`config.mk`:
```
export PLATFORM = sky130hd
export DESIGN_NAME = battlefront_calc
export DESIGN_NICKNAME = d
export VERILOG_FILES = /design/src/rtl/battlefront_calc.sv
export SDC_FILE = /design/constraint.sdc
export NUM_CORES = 1
export LEC_CHECK = 0
export ABC_CLOCK_PERIOD_IN_PS = 5050
export CAP_MARGIN = 5
export CORE_ASPECT_RATIO = 0.6
export CORE_UTILIZATION = 47
export CTS_CLUSTER_SIZE = 12
export DETAILED_ROUTE_END_ITERATION = 6
export GPL_TIMING_DRIVEN = 0
export PLACE_DENSITY = 0.8
export SLEW_MARGIN = 20
export SYNTH_ARGS = -nofsm -noshare
export SYNTH_HDL_FRONTEND = slang
export SYNTH_SLANG_ARGS = --single-unit
```
`constraint.sdc`:
```
create_clock -name clk -period 5.05 [get_ports clk]
set_clock_uncertainty 0.1 [all_clocks]
set_input_delay 1.01 -clock clk [delete_from_list [all_inputs] [get_ports clk]]
set_output_delay 1.01 -clock clk [all_outputs]
set_load 0.02 [all_outputs]
```
`src/rtl/battlefront_calc.sv`:
```
// battlefront_calc: per-tick battle scheduler computing fronts, move strobe, summed damage and damage strobe
module battlefront_calc #(
  parameter int NSLOT     = 4,
  parameter int TICK_DIV  = 1000000,
  parameter int FIELD_MAX = 511
) (
  input  logic               clk,
  input  logic               reset,
  input  logic [9*NSLOT-1:0] enemy_pos,
  input  logic [8*NSLOT-1:0] enemy_dmg,
  input  logic [NSLOT-1:0]   enemy_dead,
  input  logic [9*NSLOT-1:0] player_pos,
  input  logic [8*NSLOT-1:0] player_dmg,
  input  logic [NSLOT-1:0]   player_dead,
  output logic               move_scen,
  output logic               damage_scen,
  output logic [8:0]         enemy_front,
  output logic [8:0]         player_front,
  output logic [7:0]         enemy_dmg_in,
  output logic [7:0]         player_dmg_in,
  output logic               busy
);
  localparam int CW = $clog2(TICK_DIV);
  localparam int IW = NSLOT > 1 ? $clog2(NSLOT) : 1;
  typedef enum logic [2:0] {IDLE, SCAN, MOVE, SETTLE, SUM, HIT} state_t;
  state_t state, state_nx;
  logic [CW-1:0] cnt;
  logic [IW-1:0] idx;
  logic [8:0] mn, mx, mn_nx, mx_nx, ppos, epos;
  logic [7:0] pdsum, edsum, pd_nx, ed_nx, pdm, edm;
  logic tick, last, pdead, edead;
  function automatic logic [7:0] sat(input logic [7:0] a, input logic [7:0] b);
    logic [8:0] s;
    s = {1'b0, a} + {1'b0, b};
    return s[8] ? 8'hff : s[7:0];
  endfunction
  assign tick  = cnt == CW'(TICK_DIV - 1);
  assign last  = idx == IW'(NSLOT - 1);
  assign ppos  = player_pos[9*idx +: 9];
  assign epos  = enemy_pos[9*idx +: 9];
  assign pdm   = player_dmg[8*idx +: 8];
  assign edm   = enemy_dmg[8*idx +: 8];
  assign pdead = player_dead[idx];
  assign edead = enemy_dead[idx];
  assign mn_nx = (!pdead && ppos < mn) ? ppos : mn;
  assign mx_nx = (!edead && epos > mx) ? epos : mx;
  assign pd_nx = pdead ? pdsum : sat(pdsum, pdm);
  assign ed_nx = edead ? edsum : sat(edsum, edm);
  assign move_scen   = state == MOVE;
  assign damage_scen = state == HIT;
  assign busy        = state != IDLE;
  // free-running tick divider; a tick arriving while busy is simply ignored by the FSM
  always_ff @(posedge clk or posedge reset)
    if (reset) cnt <= '0;
    else cnt <= tick ? '0 : cnt + 1'b1;
  // state register
  always_ff @(posedge clk or posedge reset)
    if (reset) state <= IDLE;
    else state <= state_nx;
  // next-state sequencing through scan, move, settle, sum, hit
  always_comb begin
    state_nx = state;
    case (state)
      IDLE:    state_nx = tick ? SCAN : IDLE;
      SCAN:    state_nx = last ? MOVE : SCAN;
      MOVE:    state_nx = SETTLE;
      SETTLE:  state_nx = SUM;
      SUM:     state_nx = last ? HIT : SUM;
      HIT:     state_nx = IDLE;
      default: state_nx = IDLE;
    endcase
  end
  // accumulators and registered fronts/damage; the last slot's value is folded in as it is latched
  always_ff @(posedge clk or posedge reset)
    if (reset) begin
      idx           <= '0;
      mn            <= 9'(FIELD_MAX);
      mx            <= '0;
      pdsum         <= '0;
      edsum         <= '0;
      enemy_front   <= 9'(FIELD_MAX);
      player_front  <= '0;
      enemy_dmg_in  <= '0;
      player_dmg_in <= '0;
    end else begin
      case (state)
        IDLE: begin
          idx <= '0;
          mn  <= 9'(FIELD_MAX);
          mx  <= '0;
        end
        SCAN: begin
          mn  <= mn_nx;
          mx  <= mx_nx;
          idx <= last ? '0 : idx + 1'b1;
          if (last) begin
            enemy_front  <= mn_nx;
            player_front <= mx_nx;
          end
        end
        SETTLE: begin
          idx   <= '0;
          pdsum <= '0;
          edsum <= '0;
        end
        SUM: begin
          pdsum <= pd_nx;
          edsum <= ed_nx;
          idx   <= last ? '0 : idx + 1'b1;
          if (last) begin
            enemy_dmg_in  <= pd_nx;
            player_dmg_in <= ed_nx;
          end
        end
        HIT: begin
          enemy_dmg_in  <= '0;
          player_dmg_in <= '0;
        end
        default: ;
      endcase
    end
endmodule

```
==> run_results.csv <==
group,metric,value,unit
run_status,outcome,"completed",
sta,rsz0062_at_grt,"false",
layout,area_growth,36.0,%
die,fp.dieArea,0.0143,mm²
drt,firstDrtPassIters,5,
logic_synthesis,ys_types,61,
logic_synthesis,yosys-top-cells-area,"dfrtp_1 (29%), mux4_2 (12%), dfstp_2 (7.3%), ha_1 (6.7%), o21ai_0 (5.8%)",
power,p_per_area,189,mW/mm²
grt,grt_pass1_vias,6289,
sta,setup_viol,0,
grt,grt-ovfl-total,0,
die,die_h,93.1,µm
logic_synthesis,synth_seq_cells,93,
setup_path,worst_ep_arrival_time,4810,ps
logic_synthesis,synth_area,0.00650,mm²
layout,drive_gt1_share,10.8,%
drt,wl_per_cell,19.1,µm
power,p_seq_share,44.8,%
grt,antenna_found_initial,0,
setup_path,critPathKind,"register to register",
drt,ant_nets,0,
drt,viasPerCell,6.06,
power,leakage,3.72,nW
clock_network,root_buffer,"clkbuf_16",
layout,finalNetCount,1048,
drt,drc,0,
sta,max_freq,0.214,GHz
sta,fin_ws,367,ps
setup_path,endpoint_kind,"register",
layout,antenna_cells,0,
setup_path,cp.required,5170,ps
placed_design,dpl.hpwl,15.9,mm
worst_hold_path,hold_path_class,"register to register",
logic_synthesis,synth_top_area_share,28.9,%
placed_design,dp_slack,252,ps
drt,vias,6303,
logic_synthesis,avgSynthCellArea,9.69,µm²
sta,worstMarginPinSlew,882,ps
clock_network,clock_sinks,93,
logic_synthesis,syn_nets,854,
power,p_sw,412,µW
placed_design,gp_congestion,0.975,
clock_network,htreeDepth,3,
logic_synthesis,ys.warnings.count,0,
logic_synthesis,synth_area_leader_cell,"dfrtp_1",
power,ir_drop,154,µV
clock_network,cts_tree,"built",
clock_network,insertion_delay,340,ps
sta,period_minus_slack,4680,ps
grt,grt_pass1_wl,32.3,mm
logic_synthesis,synth-edff-count,0,
die,fp.coreArea,0.0132,mm²
sta,drv_slew,0,
die,pin_count,183,
clock_network,clk_pin_slew,70,ps
die,die_w,154,µm
power,swShare,24.6,%
die,initial_core_util,49.4,%
placed_design,port_buffers,182,
setup_path,crit_path_start_kind,"register",
drt,drt_iter0_drc,545,
logic_synthesis,synth_top_flop_cell,"dfrtp_1",
grt,grt_max_degree,59,
grt,grt_usage,29.0,%
clock_network,numCtsBuffers,9,
layout,fill_cells,1035,
power,p_clk_share,38.6,%
sta,hold_violations,0,
logic_synthesis,synthArstFlopShare,100,%
sta,tns,0,ps
power,p_int,1.26,mW
clock_network,ctsLongestPathBuffers,2,
layout,utilization,67.1,%
die,rows,32,
flow_run,maxCapViolCount,0,
sta,post-route-period-util,92.7,%
sta,maxSlewHeadroom,40.8,%
drt,wl,19.8,mm
setup_path,cp_max_fo,10,
power,finalPower,1.67,mW
logic_synthesis,synth_cells,671,
power,comb_power_share,16.6,%
logic_synthesis,synth-seq-area-share,36.1,%
==> sequential cells by signal, summed over array words and instances (netlist names) <==
name           cells
cnt               20
player_front       9
player_dmg_in      8
mn                 9
idx                2
enemy_dmg_in       8
pdsum              8
enemy_front        9
mx                 9
edsum              8
state              3
==> worst paths after layout <==
kind / from / endpoint / slack (ps) / cells past startpoint
worst max-delay path: idx[0] / pdsum[7] / 370 / 12
worst min-delay path: enemy_front[5] / enemy_front[5] / 370 / 2
worst max register to register: idx[0] / pdsum[7] / 370 / 12
worst min register to register: enemy_front[5] / enemy_front[5] / 370 / 2
max in group asynchronous: reset / mn[1] / 3200 / 3
min in group asynchronous: reset / cnt[2] / 950 / 2
==> cell families after synthesis <==
family	count (synthesis)	synth area share, %
AO/OA/AOI/OAI	174	16.7
flip-flops	93	36.1
buffers and inverters	71	4.43
XOR/XNOR	23	3.10
multiplexers	56	15.7
AND/OR/NAND/NOR	217	16.5
adder cells (fa/ha/maj)	37	7.35
==> critical path: stages (launching register included) <==
cell and delay (ps):
dfrtp_1 530, buf_2 370, buf_2 390, buf_2 400
mux4_2 550, ha_1 230, fa_1 430, a211oi_1 500
o2111ai_1 210, and2_1 230, clkbuf_1 240, a311oi_1 260
o21ai_0 100
==> per-layer routing <==
| metal | up-vias | GRT usage [%] | wire, µm |
|---|---|---|---|
| met4 | 0 | 6.00 | 277 |
| met1 | 3079 | 40.6 | 8880 |
| met2 | 301 | 46.5 | 8950 |
| li1 | 2898 | - | - |
| met3 | 25 | 6.12 | 1710 |
| met5 | - | 0 | 0 |
==> layout by cell type, fill, tap and decap left out, drive strengths merged, types with 33 or more instances in the layout <==
master / synthesis / final
o21ai: 85 / 85
nand3: 33 / 33
inv: 34 / 37
nor2: 47 / 47
dfrtp: 75 / 75
mux4: 36 / 36
clkbuf: 23 / 36
clkdlybuf4s50: 0 / 182
ha: 35 / 35
nand2: 54 / 54
==> timing repair <==
item / in CTS / in global routing
setup endpoints to repair: 0 / 3
hold buffers: 0 / 0
resized for setup: 0 / 1
buffers inserted: 0 / 0
endpoints found under the hold margin: 0 / 0
==> synthesized netlist by cell type, types with 3 or more instances <==
cell / n
mux2i_1: 13
and2_1: 4
mux2_2: 7
o21ai_0: 75
or4_1: 3
nor3b_1: 4
a21o_1: 8
o21ai_1: 10
and3_1: 9
xor2_1: 11
buf_2: 8
clkbuf_1: 23
nor3_1: 18
nand2b_1: 7
a211oi_1: 6
nand4_1: 20
dfrtp_1: 75
o2111a_1: 3
a2bb2oi_1: 9
dfstp_2: 18
and4_1: 5
inv_1: 34
nor2b_1: 3
a311oi_1: 3
nand2_1: 54
xnor2_1: 12
nor2_1: 47
nand3_1: 33
buf_1: 4
or3_1: 4
mux4_2: 35
a21oi_1: 25
a211o_1: 3
a22o_1: 3
ha_1: 35
a31oi_1: 10
==> per-stage QoR <==
| step | hold slack [ps] | cells | area [µm²] |
|---|---|---|---|
| after floorplan | 348 | 671 | 6500 |
| after CTS | 366 | 1040 | 8840 |
| after global routing | 372 | 1040 | 8840 |
| after global placement | 354 | 1023 | 8540 |
| after detailed placement | 356 | 1024 | 8570 |
| final | 365 | 1040 | 8840 |
==> final cells by class <==
cell class	instances	area [µm²]	share of cell area, %
Sequential cell	93	2350	26.6
Multi-Input combinational cell	507	3860	43.7
Inverter	34	130	1.47
Tap cell	170	213	2.40
Timing Repair Buffer	183	1850	20.9
Buffer	37	161	1.82
Clock inverter	4	30.0	0.340
Clock buffer	12	246	2.79
==> power groups by stage <==
stage	Clock [mW]	Combinational, mW	Sequential (mW)
floorplan	0	0.124	0.763
global placement	0	0.263	0.763
detailed placement	0	0.275	0.763
CTS	0.651	0.277	0.750
global route	0.681	0.302	0.750
finish	0.646	0.279	0.750
Note: power is estimated with default switching activity, not from simulation.
